### src/rtl/dense_sequencer_pkg.sv
// dense_sequencer_pkg: shared state encodings, rail constants, default widths and an address-width helper
package dense_sequencer_pkg;
  localparam logic [2:0] DSEQ_IDLE    = 3'd0;
  localparam logic [2:0] DSEQ_WLOAD   = 3'd1;
  localparam logic [2:0] DSEQ_XDATA   = 3'd2;
  localparam logic [2:0] DSEQ_XNULL   = 3'd3;
  localparam logic [2:0] DSEQ_RESWAIT = 3'd4;
  localparam logic [2:0] DSEQ_RESOUT  = 3'd5;
  localparam logic [2:0] DSEQ_RESNULL = 3'd6;
  localparam logic ON  = 1'b1;
  localparam logic OFF = 1'b0;
  localparam int BIT_DATA_DEF    = 8;
  localparam int DENSE_KSIZE_DEF = 10;
  localparam int BIT_SOFTMAX_DEF = 16;
  localparam int BIT_O_DEF       = 4;
  // Counter width that stays at least one bit for degenerate sizes
  function automatic int cw(input int n);
    return (n > 1) ? $clog2(n) : 1;
  endfunction
endpackage

### src/rtl/dense_sequencer_sync_ff.sv
// dense_sequencer_sync_ff: SYNC-deep flop synchroniser for async acks and completion flags
module dense_sequencer_sync_ff #(
  parameter int W    = 1,
  parameter int SYNC = 2
) (
  input  logic         clk,
  input  logic         rst_n,
  input  logic [W-1:0] d_i,
  output logic [W-1:0] q_o
);
  logic [W-1:0] s_q [SYNC];
  // Shift the asynchronous input through SYNC flop stages
  always_ff @(posedge clk or negedge rst_n) begin
    if (!rst_n) begin
      for (int i = 0; i < SYNC; i++) s_q[i] <= '0;
    end else begin
      s_q[0] <= d_i;
      for (int i = 1; i < SYNC; i++) s_q[i] <= s_q[i-1];
    end
  end
  assign q_o = s_q[SYNC-1];
endmodule

### src/rtl/dense_sequencer.sv
// dense_sequencer: clocked weight-load / dual-rail activation / argmax-capture controller for layer_dense (optional watchdog: DENSE_TIMEOUT_EN)
module dense_sequencer
  import dense_sequencer_pkg::*;
#(
  parameter int BIT_DATA    = BIT_DATA_DEF,
  parameter int KSIZE       = DENSE_KSIZE_DEF,
  parameter int SIZE        = 128,
  parameter int BIT_SOFTMAX = BIT_SOFTMAX_DEF,
  parameter int BIT_O       = BIT_O_DEF,
  parameter int SYNC        = 2,
  parameter int TIMEOUT     = 1023,
  localparam int AW0 = cw(KSIZE),
  localparam int AW1 = cw(SIZE)
) (
  input  logic                      clk,
  input  logic                      rst_n,
  input  logic                      start_i,
  input  logic                      wload_i,
  input  logic                      w_valid_i,
  output logic                      w_ready_o,
  input  logic [BIT_DATA*KSIZE-1:0] w_data_i,
  input  logic                      x_valid_i,
  output logic                      x_ready_o,
  input  logic [BIT_DATA-1:0]       x_data_i,
  output logic                      load_o,
  output logic [AW0-1:0]            addr0_o,
  output logic [AW1-1:0]            addr1_o,
  output logic [BIT_DATA*KSIZE-1:0] wt_o,
  output logic [BIT_DATA*KSIZE-1:0] wf_o,
  output logic [BIT_DATA-1:0]       xt_o,
  output logic [BIT_DATA-1:0]       xf_o,
  input  logic                      ack_prev_i,
  output logic                      ack_nxt_o,
  input  logic [BIT_SOFTMAX-1:0]    zt_i,
  input  logic [BIT_SOFTMAX-1:0]    zf_i,
  input  logic [BIT_O-1:0]          idx_t_i,
  input  logic [BIT_O-1:0]          idx_f_i,
  output logic                      res_valid_o,
  input  logic                      res_ready_i,
  output logic [BIT_SOFTMAX-1:0]    res_z_o,
  output logic [BIT_O-1:0]          res_idx_o,
  output logic                      busy_o,
  output logic                      error_o
);
  logic [2:0]             state_q, state_d;
  logic [AW0-1:0]         addr0_q, addr0_d;
  logic [AW1-1:0]         addr1_q, addr1_d;
  logic [AW1-1:0]         xcnt_q, xcnt_d;
  logic                   tok_q, tok_d;
  logic [BIT_DATA-1:0]    xt_q, xt_d, xf_q, xf_d;
  logic                   ack_nxt_q, ack_nxt_d;
  logic [BIT_SOFTMAX-1:0] res_z_q, res_z_d;
  logic [BIT_O-1:0]       res_idx_q, res_idx_d;
  logic                   ack_s, comp_prev_q, null_prev_q, comp_ok, null_ok, timeout;
  logic [1:0]             flags_s;
  logic                   last0, last1;
  dense_sequencer_sync_ff #(.W(1), .SYNC(SYNC)) u_ack_sync (
    .clk(clk), .rst_n(rst_n), .d_i(ack_prev_i), .q_o(ack_s)
  );
  // Completion means every dual-rail pair has exactly one rail high; null means every rail is low
  dense_sequencer_sync_ff #(.W(2), .SYNC(SYNC)) u_flag_sync (
    .clk(clk), .rst_n(rst_n),
    .d_i({&(zt_i ^ zf_i) & &(idx_t_i ^ idx_f_i), ~|{zt_i | zf_i, idx_t_i | idx_f_i}}),
    .q_o(flags_s)
  );
  assign comp_ok = flags_s[1] & comp_prev_q;
  assign null_ok = flags_s[0] & null_prev_q;
  assign last0   = addr0_q == AW0'(KSIZE - 1);
  assign last1   = addr1_q == AW1'(SIZE - 1);
`ifdef DENSE_TIMEOUT_EN
  localparam int WW = cw(TIMEOUT + 1);
  logic [WW-1:0] wdog_q;
  logic          error_q, watched;
  assign watched = (state_q == DSEQ_XDATA) | (state_q == DSEQ_XNULL) |
                   (state_q == DSEQ_RESWAIT) | (state_q == DSEQ_RESNULL);
  assign timeout = watched & (wdog_q == WW'(TIMEOUT - 1));
  // Watchdog counts stalled cycles in the async-wait states and latches a sticky error on expiry
  always_ff @(posedge clk or negedge rst_n) begin
    if (!rst_n) begin
      wdog_q  <= '0;
      error_q <= OFF;
    end else begin
      wdog_q  <= (watched && state_d == state_q && !timeout) ? wdog_q + 1'b1 : '0;
      error_q <= error_q | timeout;
    end
  end
  assign error_o = error_q;
`else
  logic unused_timeout;
  assign unused_timeout = (TIMEOUT != 0);
  assign timeout = OFF;
  assign error_o = OFF;
`endif
  // Next-state logic for the load / four-phase token / result-capture sequence
  always_comb begin
    state_d   = state_q;
    addr0_d   = addr0_q;
    addr1_d   = addr1_q;
    xcnt_d    = xcnt_q;
    tok_d     = tok_q;
    xt_d      = xt_q;
    xf_d      = xf_q;
    ack_nxt_d = ack_nxt_q;
    res_z_d   = res_z_q;
    res_idx_d = res_idx_q;
    case (state_q)
      DSEQ_IDLE: begin
        ack_nxt_d = ON;
        state_d   = wload_i ? DSEQ_WLOAD : start_i ? DSEQ_XDATA : DSEQ_IDLE;
      end
      DSEQ_WLOAD: if (w_valid_i) begin
        addr0_d = last0 ? '0 : addr0_q + 1'b1;
        addr1_d = last0 ? (last1 ? '0 : addr1_q + 1'b1) : addr1_q;
        state_d = (last0 && last1) ? DSEQ_IDLE : DSEQ_WLOAD;
      end
      DSEQ_XDATA: begin
        if (!tok_q && x_valid_i) begin
          tok_d = ON;
          xt_d  = x_data_i;
          xf_d  = ~x_data_i;
        end else if (tok_q && ack_s) begin
          tok_d   = OFF;
          xt_d    = '0;
          xf_d    = '0;
          state_d = DSEQ_XNULL;
        end
      end
      DSEQ_XNULL: if (!ack_s) begin
        xcnt_d  = (xcnt_q == AW1'(SIZE - 1)) ? '0 : xcnt_q + 1'b1;
        state_d = (xcnt_q == AW1'(SIZE - 1)) ? DSEQ_RESWAIT : DSEQ_XDATA;
      end
      DSEQ_RESWAIT: if (comp_ok) begin
        res_z_d   = zt_i;
        res_idx_d = idx_t_i;
        state_d   = DSEQ_RESOUT;
      end
      DSEQ_RESOUT: if (res_ready_i) begin
        ack_nxt_d = OFF;
        state_d   = DSEQ_RESNULL;
      end
      DSEQ_RESNULL: if (null_ok) begin
        ack_nxt_d = ON;
        state_d   = DSEQ_IDLE;
      end
      default: state_d = DSEQ_IDLE;
    endcase
    if (timeout) begin
      state_d   = DSEQ_IDLE;
      tok_d     = OFF;
      xt_d      = '0;
      xf_d      = '0;
      xcnt_d    = '0;
      ack_nxt_d = OFF;
    end
  end
  // State registers; reset returns the layer interface to null with ack_nxt high
  always_ff @(posedge clk or negedge rst_n) begin
    if (!rst_n) begin
      state_q     <= DSEQ_IDLE;
      addr0_q     <= '0;
      addr1_q     <= '0;
      xcnt_q      <= '0;
      tok_q       <= OFF;
      xt_q        <= '0;
      xf_q        <= '0;
      ack_nxt_q   <= ON;
      res_z_q     <= '0;
      res_idx_q   <= '0;
      comp_prev_q <= OFF;
      null_prev_q <= OFF;
    end else begin
      state_q     <= state_d;
      addr0_q     <= addr0_d;
      addr1_q     <= addr1_d;
      xcnt_q      <= xcnt_d;
      tok_q       <= tok_d;
      xt_q        <= xt_d;
      xf_q        <= xf_d;
      ack_nxt_q   <= ack_nxt_d;
      res_z_q     <= res_z_d;
      res_idx_q   <= res_idx_d;
      comp_prev_q <= flags_s[1];
      null_prev_q <= flags_s[0];
    end
  end
  assign w_ready_o   = state_q == DSEQ_WLOAD;
  assign load_o      = w_ready_o & w_valid_i;
  assign wt_o        = w_ready_o ? w_data_i : '0;
  assign wf_o        = w_ready_o ? ~w_data_i : '0;
  assign addr0_o     = addr0_q;
  assign addr1_o     = addr1_q;
  assign x_ready_o   = (state_q == DSEQ_XDATA) & ~tok_q;
  assign xt_o        = xt_q;
  assign xf_o        = xf_q;
  assign ack_nxt_o   = ack_nxt_q;
  assign res_valid_o = state_q == DSEQ_RESOUT;
  assign res_z_o     = res_z_q;
  assign res_idx_o   = res_idx_q;
  assign busy_o      = state_q != DSEQ_IDLE;
endmodule
### config.mk
export PLATFORM = sky130hd
export DESIGN_NAME = dense_sequencer
export DESIGN_NICKNAME = d
export VERILOG_FILES = /design/src/rtl/dense_sequencer_pkg.sv /design/src/rtl/dense_sequencer_sync_ff.sv /design/src/rtl/dense_sequencer.sv
export SDC_FILE = /design/constraint.sdc
export NUM_CORES = 1
export LEC_CHECK = 0
export ABC_AREA = 1
export ABC_CLOCK_PERIOD_IN_PS = 2520
export CAP_MARGIN = 20
export CORE_AREA = 2 2 134 136
export CTS_CLUSTER_DIAMETER = 100
export DETAILED_ROUTE_END_ITERATION = 7
export DIE_AREA = 0 0 136 138
export DONT_BUFFER_PORTS = 1
export PLACE_DENSITY = 0.41
export SLEW_MARGIN = 15
export SYNTH_ARGS = -nofsm -noshare
export SYNTH_HDL_FRONTEND = slang
export SYNTH_SLANG_ARGS = --single-unit
### constraint.sdc
create_clock -name clk -period 2.52 [get_ports clk]
set_input_delay 0.504 -clock clk [delete_from_list [all_inputs] [get_ports clk]]
set_output_delay 0.504 -clock clk [all_outputs]
set_load 0.005 [all_outputs]
==> results of run 1 <==
## metal layers
| layer | wire, um | part of all wire (%) | GRT usage [%] |
|---|---|---|---|
| met3 | 2225 | 12 | 9.131 |
| met4 | 349 | 1.9 | 4.167 |
| met2 | 8548 | 46 | 29.91 |
| met5 | 0 | 0 | 0 |
| met1 | 7327 | 40 | 22.94 |
## synthesized netlist by cell type, drive strengths merged
library cell | count | area (um2)
o21bai | 1 | 7.510
xnor2 | 3 | 26.28
nor3 | 2 | 21.27
o22ai | 8 | 50.05
a21oi | 1 | 16.27
inv | 168 | 630.6
xor2 | 5 | 43.79
clkbuf | 8 | 30.03
dfstp | 1 | 26.28
nand3b | 1 | 7.510
clkinv | 1 | 3.750
conb | 1 | 3.750
nand3 | 20 | 100.1
nor2 | 189 | 742.0
o21ai | 40 | 200.2
ha | 22 | 275.3
nand4 | 18 | 112.6
nor4b | 2 | 17.52
nand2 | 97 | 376.6
dfrtp | 66 | 1652
buf | 17 | 93.84
## power by group
| group | switching, mW | internal, mW | leakage, nW |
|---|---|---|---|
| combinational | 0.820 | 0.413 | 2.15 |
| sequential | 0.237 | 1.28 | 0.779 |
| clock | 0.506 | 0.702 | 0.141 |
| total | 1.56 | 2.40 | 3.07 |
## sequential cells by signal, summed over array words and instances, names as in the netlist, 2 cells and up
signal and flops:
xcnt_q 7, addr0_o 4, state_q 3, addr1_o 7, res_z_o 16, xf_o 8
xt_o 8, res_idx_o 4, u_flag_sync.s_q 2, u_flag_sync.q_o 2
## cell usage in the layout, fill, tap and decap left out, types with 8 or more instances in the layout
cell type,n
o21ai_0,40
dfrtp_1,66
nand2_1,94
clkbuf_16,10
nor2_1,184
buf_4,36
ha_1,22
nand4_1,18
o22ai_1,8
inv_1,167
nand3_1,20
## critical path, cell delays in order, from the launching register on
cell,delay [ps]
dfrtp_1,460
inv_1,140
nor2_4,160
nand2_4,110
buf_16,220
nor2_1,170
buf_4,130
## repair_timing
item	CTS	global route
gates resized for setup	0	1
setup endpoints to repair	0	29
buffers inserted	0	0
hold buffers	2	0
hold endpoints to repair	66	0
## cells by family after synthesis
kind of cell	after synthesis
AO/OA/AOI/OAI	50
XOR/XNOR	8
other	1
flip-flops	67
buffers and inverters	194
adder cells (fa/ha/maj)	22
AND/OR/NAND/NOR	329
## final cells by class
class | instances | area (um2) | share of cell area (%)
clock buffers | 10 | 239.0 | 4.553
clock inverters | 6 | 50.05 | 0.9535
inverters | 169 | 634.4 | 12.09
multi-input cells | 410 | 2001 | 38.12
flip-flops and latches | 67 | 1678 | 31.97
well taps | 229 | 286.5 | 5.459
repair buffers | 40 | 360.3 | 6.865
## worst paths after layout
kind	startpoint	end	cells past startpoint	slack, ps
hold reg to reg	u_ack_sync.s_q[1]	u_ack_sync.q_o	0	350
min in group clk	ack_prev_i	u_ack_sync.s_q[1]	0	190
setup reg to reg	state_q[0]	addr1_o[2]	8	690
max in group asynchronous	rst_n	ack_nxt_o	1	1860
hold / removal	rst_n	xt_o[6]	1	40
setup / recovery	state_q[0]	wt_o[25]	6	250
==> impl_metrics.csv, run 1 <==
group,metric,value,unit
sta,setup_viol,0,
outcome,status,"finished, final reports clean",
setup_path,crit_arrival,1770,ps
place,pre_cts_ws,470.6,ps
pwr,power_density,754.8,nW/um2
place,postPlaceCellArea,4890,um2
layout,final_cells,931,
sta,hold_violations,0,
route,dr.pass1.iters,4,
sta,worst_slack,247.7,ps
sta,min_period_over_period,90.17,%
logic_synthesis,synth_cells,671,
clocking,clk_latency,340,ps
route,viasPerCell,4.629,
route,vias,4310,
logic_synthesis,yosysSeqAreaShare,37.82,%
clocking,cts.clk_slew.worst_paths,60,ps
floorplan,rows,49,
sta,rsz0062_at_grt,"no",
floorplan,die_x,136,um
logic_synthesis,syn_avg_cell_area,6.612,um2
place,post-place-cells,912,
hold_path,worstHoldPathType,"in -> async",
floorplan,dieHeight,138,um
pwr,peakVddDrop,311.1,uV
clocking,cts.htree.levels,3,
place,io_buffer_count,0,
global_route,overflow,0,
layout,drive_above_1_share,9.544,%
clocking,cts_sinks,67,
sta,max_freq,440.1,MHz
layout,antenna_cells,0,
floorplan,start_util,25.30,%
logic_synthesis,synth_compound_area_share,6.176,%
global_route,grt_pass1_vias,4170,
route,drtIter0Drc,283,
logic_synthesis,synth_fa_ha_area_share,6.204,%
setup_path,cp-start-kind,"flop",
sta,final.setup.tns,0,ps
place,gp_congestion,0.8931,
sta,whs,41.09,ps
setup_path,cp-end-kind,"output pin",
layout,final_core_util,29.93,%
flow_run,cap_violations,0,
global_route,grt_pass1_wl,25950,um
logic_synthesis,synth.distinct_cells,29,
route,wl_per_cell,19.82,um
route,drc,0,
logic_synthesis,netlist_area,4437,um2
layout,final_area,5249,um2
global_route,grt_max_degree,162,
clocking,cts_tree,"built",
global_route,track_usage,18.79,%
logic_synthesis,synthMuxAreaShare,0,%
clocking,numCtsBuffers,9,
setup_path,cp_data_required_time,2020,ps
pwr,p_total,3.962,mW
sta,drv_slew,0,
global_route,antenna_found_initial,0,
clocking,cts_root_buffer,"clkbuf_16",
route,ant_nets,0,
floorplan,core,17530,um2
logic_synthesis,yosysWarnings,0,
place,place.detailed.hpwl,15270,um
logic_synthesis,synth_xor_area_share,1.579,%
floorplan,ios,350,
logic_synthesis,syn_nets,829,
sta,period_minus_slack,2272,ps
pwr,p_leak,3.070,nW
layout,layout.nets,855,
floorplan,die_area,18770,um2
layout,syn_to_final_growth,18.30,%
logic_synthesis,synth_simple_gate_area_share,31.05,%
setup_path,path_max_fanout,81,
logic_synthesis,synth_seq_cells,67,
route,routed_wl,18450,um
logic_synthesis,synth_top_family_by_area,"simple AND/OR/NAND/NOR gates",
setup_path,crit_type,"reg -> out",
clocking,clockBufferDepth,2,
sta,skew,7.712,ps
layout,nFillCells,1950,
(Power assumes the default switching activity.)
==> run 2: changes to the inputs <==
--- a/config.mk
+++ b/config.mk
@@ -13,7 +13,7 @@
 export DETAILED_ROUTE_END_ITERATION = 7
 export DIE_AREA = 0 0 136 138
 export DONT_BUFFER_PORTS = 1
-export PLACE_DENSITY = 0.41
+export PLACE_DENSITY = 0.43
 export SLEW_MARGIN = 15
 export SYNTH_ARGS = -nofsm -noshare
 export SYNTH_HDL_FRONTEND = slang
==> run 2 against run 1 <==
  * Non-clock buffer count decreased by 5
  * Flip-flop and latch count unchanged
  * Fmax decreased by 5.2%
  * First-iteration DRC count decreased by 24%
  * Worst setup slack got worse by 130 ps
  * Critical endpoint is now wt_o[76]
  * Largest cell class unchanged
  * Largest power group unchanged
==> impl_metrics.csv, run 2 (synthesis results as in run 1) <==
group,metric,value,unit
clocking,numCtsBuffers,9,
layout,seq_area,1680,um2
pwr,p_total,3.966,mW
sta,worst_slack,121.8,ps
place,gp_congestion,0.8356,
layout,drive_above_1_share,8.895,%
route,ant_nets,0,
layout,multiInputGateArea,2009,um2
route,dr.pass1.iters,4,
sta,rsz0062_at_grt,"no",
layout,syn_to_final_growth,17.48,%
layout,antenna_cells,0,
setup_path,cp-start-kind,"flop",
place,io_buffer_count,0,
layout,largest_reg_flops,16,
global_route,antenna_found_initial,1,
place,post-place-cells,908,
clocking,cts.clk_slew.worst_paths,60,ps
sta,period_minus_slack,2398,ps
sta,whs,51.37,ps
floorplan,dieHeight,138,um
sta,final.setup.tns,0,ps
layout,final_cells,926,
floorplan,rows,49,
pwr,power_density,760.8,nW/um2
route,viasPerCell,4.556,
setup_path,timing.rr.end,"state_q[2]",
place,postPlaceCellArea,4860,um2
clocking,clockBufferDepth,2,
clocking,cts_setup_buffers,0,
setup_path,r2r-start,"state_q[2]",
clocking,clk_latency,340,ps
sta,hold_violations,0,
pwr,peakVddDrop,330.3,uV
hold_path,worstHoldPathType,"in -> async",
floorplan,die_area,18770,um2
layout,final_common_cell,"nor2_1",
layout,nFillCells,1948,
floorplan,die_x,136,um
setup_path,path_max_fanout,90,
sta,min_period_over_period,95.17,%
setup_path,crit_type,"reg -> out",
floorplan,start_util,25.30,%
layout,final_area,5213,um2
floorplan,core,17530,um2
outcome,status,"finished, final reports clean",
sta,max_freq,417.0,MHz
flow_run,cap_violations,0,
setup_path,cp_data_required_time,2020,ps
place,pre_cts_ws,290.2,ps
setup_path,regToRegSetupSlack,510,ps
clocking,cts_sinks,67,
setup_path,crit_arrival,1890,ps
route,wl_per_cell,17.16,um
global_route,grt_max_degree,91,
route,drtIter0Drc,214,
sta,setup_viol,0,
route,vias,4219,
global_route,track_usage,16.38,%
floorplan,ios,350,
clocking,cts_tree,"built",
layout,layout_common_cells,"184 x nor2_1, 167 x inv_1, 94 x nand2_1",
clocking,cts.htree.levels,3,
place,place.detailed.hpwl,13070,um
clocking,cts_root_buffer,"clkbuf_16",
sta,skew,5.096,ps
layout,layout.nets,850,
layout,final_core_util,29.73,%
global_route,overflow,0,
pwr,p_leak,3.031,nW
route,routed_wl,15890,um
sta,drv_slew,0,
global_route,grt_pass1_vias,3971,
setup_path,r2r_cells,7,
setup_path,cp-end-kind,"output pin",
global_route,grt_pass1_wl,23100,um
route,drc,0,
==> run 2: layer usage <==
metal | share of wire (%) | vias up | global-route usage (%)
met5 | 0.082 | - | 0
met4 | 0.98 | 2 | 3.399
met3 | 11 | 19 | 6.857
met2 | 46 | 277 | 26.05
met1 | 42 | 1906 | 20.81
li1 | - | 2015 | -
==> run 2: worst max-delay path, cell delays in order (launching register included) <==
cell,delay (ps)
dfrtp_2,490
inv_1,290
nand2_8,170
buf_16,250
nor2_1,170
buf_4,130
==> run 2: worst max-delay path by stage <==
| stage | startpoint | end | slack [ps] | cells after the start |
|---|---|---|---|---|
| after CTS | state_q[2] | wt_o[76] | 70 | 5 |
| after global routing | state_q[2] | wt_o[76] | 8 | 5 |
| after detailed placement | state_q[2] | wt_o[76] | 290 | 5 |
| after global placement | state_q[2] | wt_o[7] | 410 | 5 |
| final | state_q[2] | wt_o[76] | 120 | 5 |
| after floorplan | state_q[0] | wf_o[0] | 820 | 6 |
==> run 2: timing repair <==
item / CTS / global route
resized for setup: 1 / 3
pin swaps: 0 / 0
hold buffers: 2 / 0
endpoints found under the hold margin: 66 / 0
cloned: 0 / 0
setup endpoints to repair: 24 / 26
==> run 2: power breakdown <==
group          internal [mW]  switching (mW)  leakage, nW
Clock                  0.791           0.467        0.139
Sequential              1.29           0.232        0.776
Combinational          0.395           0.794         2.12
Total                   2.47            1.49         3.03
==> run 2: final cells by class <==
class | instances | share of cell area, %
Clock buffer | 12 | 4.729
Clock inverter | 4 | 0.9602
Inverter | 169 | 12.17
Multi-Input combinational cell | 410 | 38.55
Sequential cell | 67 | 32.24
Tap cell | 229 | 5.497
Timing Repair Buffer | 35 | 5.857
==> variant: new RTL, flow settings as in run 1 <==
Build with the macro `DENSE_TIMEOUT_EN` defined.
--- a/src/rtl/dense_sequencer.sv
+++ b/src/rtl/dense_sequencer.sv
@@ -1,4 +1,6 @@
 // dense_sequencer: clocked weight-load / dual-rail activation / argmax-capture controller for layer_dense (optional watchdog: DENSE_TIMEOUT_EN)
+`define DENSE_TIMEOUT_EN
+
 module dense_sequencer
   import dense_sequencer_pkg::*;
 #(
Check against the original RTL: no difference found for any inputs over 4 cycles, from zero or initial values and one cycle with rst_n low; that may be too few to reach the edited logic, so the function may still have changed.
==> variant against run 1 <==
  * Worst hold slack better by 0.014 ns
  * Sequential cell count increased by 11
  * Synthesized cell count grew 3.3%
  * Register-to-register slack lost 0.20 ns
  * Combinational power up 50%
  * Design area is 6.1% higher
  * Worst setup slack better by 0.072 ns
  * Area after synthesis up 12%
  * Die area did not move
  * Routed wire length is 7.3% lower
  * Sequential power increased by 12%
  * Largest power group is now combinational cells
  * Power grew 24%
  * Count of clock-buffer cells in the layout up 1
==> variant: results <==
{
  "hold_class": "input pin to asynchronous set/reset pin",
  "drtPass1Iterations": 4,
  "vias": 4352,
  "grt_pass1_vias": 4335,
  "portBuffers": 0,
  "grt_max_degree": 161,
  "clk_pin_slew_ns": 0.07,
  "routed-wl-met3_mm": 1.88,
  "grt_pass1_wl_mm": 25.0,
  "synth_area_leaders": "dfrtp_1, nor2_1, inv_1",
  "cp_top_family": "simple AND/OR/NAND/NOR gates",
  "gp_congestion": 0.843,
  "ys_top_cells_by_count": "nor2_1, inv_1, dfrtp_1, nand2_1",
  "track_usage": 0.180,
  "max_stage_delay_ns": 0.38,
  "routed_wl_mm": 17.1,
  "r2r-end": "wdog_q[8]",
  "synthArstFlopShare": 1.00,
  "power.leakage_nw": 3.13,
  "cp_data_arrival_time_ns": 1.70,
  "antenna_found_initial": 0,
  "clk_latency_ns": 0.34,
  "drtIter0Drc": 254,
  "syn_nets": 853,
  "r2r-start": "state_q[1]",
  "synth_ff_type": "dfrtp_1",
  "dp_hpwl_mm": 14.0,
  "relSlewSlack": 0.581,
  "met1_length_mm": 6.99,
  "outcome": "finished clean",
  "ys_seq_area_frac": 0.392,
  "cpMaxStageDelayCell": "dfrtp_1",
  "place_area_sq_um": 5240,
  "largest_register_ffs": 16,
  "route.met2.wl_mm": 7.74,
  "cts_buffer_depth": 2,
  "cts_inserted_buffers": 9,
  "reg2reg_slack_ns": 0.49,
  "postCtsSetupRepairBufs": 0,
  "ys_warn_count": 0,
  "root_buffer": "clkbuf_16",
  "maxUsedRoutingLayer": "met4",
  "finalClockSkew_ns": 0.00758,
  "path_class": "flop to output pin",
  "peakVddDrop_v": 0.000508,
  "sw_frac_of_total": 0.427,
  "crit_path_max_fanout": 160,
  "htreeDepth": 3,
  "yosysUniqueCellTypes": 39,
  "maxCapViolations": 0,
  "diodes": 0,
  "r2r_cells": 10,
  "drive_gt1_frac": 0.101
}
-- variant: repair_timing --
action	4_1_cts	5_1_grt
hold buffers	1	0
gates resized for setup	0	0
setup endpoints to repair	0	0
hold endpoints to repair	78	0
-- variant: final cells by class --
cell class	count	area, sq um
Sequential cell	78	1950
Inverter	175	662
Multi-Input combinational cell	414	2240
Timing Repair Buffer	12	123
Fill cell	1896	12000
Clock inverter	5	65.1
Tap cell	229	287
Clock buffer	11	243
-- variant: kinds of logic after synthesis --
| logic type | share of synthesized area |
|---|---|
| xor gates and xnor gates | 0.0228 |
| AOI/OAI and AO/OA | 0.0608 |
| DFF | 0.392 |
| and+or+nand+nor | 0.302 |
| muxes | 0.00201 |
| adders and majority gates | 0.0603 |
| buffers and inverters | 0.160 |
-- variant: power groups by stage --
stage / Sequential, mW / Clock, mW / Combinational [mW]
6_report: 1.71 / 1.36 / 1.84
5_1_grt: 1.75 / 1.47 / 2.09
4_1_cts: 1.72 / 1.41 / 1.86
3_5_place_dp: 1.74 / 0 / 1.82
3_3_place_gp: 1.74 / 0 / 1.80
2_1_floorplan: 1.66 / 0 / 1.48
-- variant: worst max-delay path by stage --
| stage | from | end | slack, ns | cells after the start |
|---|---|---|---|---|
| 6_report | state_q[1] | wt_o[79] | 0.32 | 5 |
| 5_1_grt | state_q[0] | wt_o[79] | 0.22 | 4 |
| 4_1_cts | state_q[0] | wt_o[79] | 0.36 | 4 |
| 3_5_place_dp | state_q[0] | wdog_q[8] | 0.53 | 8 |
| 3_3_place_gp | state_q[1] | wdog_q[0] | 0.64 | 10 |
| 2_1_floorplan | state_q[1] | wf_o[0] | 0.82 | 6 |
-- variant: metrics by stage --
step                      instances  hold slack, ns  worst slack, ns  utilization
final                           924          0.0555            0.320        0.318
after global routing            924          0.0731            0.217        0.318
after floorplan                 693           0.208            0.816            -
after detailed placement        907           0.210            0.531        0.299
after global placement          907           0.210            0.638        0.299
after CTS                       924          0.0659            0.356        0.318
-- variant: worst reg2reg max path, cell delays in order (launching register included) --
cell and delay, ns:
dfrtp_1 0.38, nor2_1 0.18, nand2_4 0.09, buf_12 0.22
inv_2 0.30, nand2_1 0.11, nand3_1 0.12, nand2_1 0.08
nand2_1 0.11, nand3_4 0.18, nor3_2 0.17
-- variant: layer usage --
layer / up-vias / track usage
met5: - / 0
li1: 2077 / -
met2: 265 / 0.282
met1: 1992 / 0.217
met4: 0 / 0.0806
met3: 18 / 0.0722
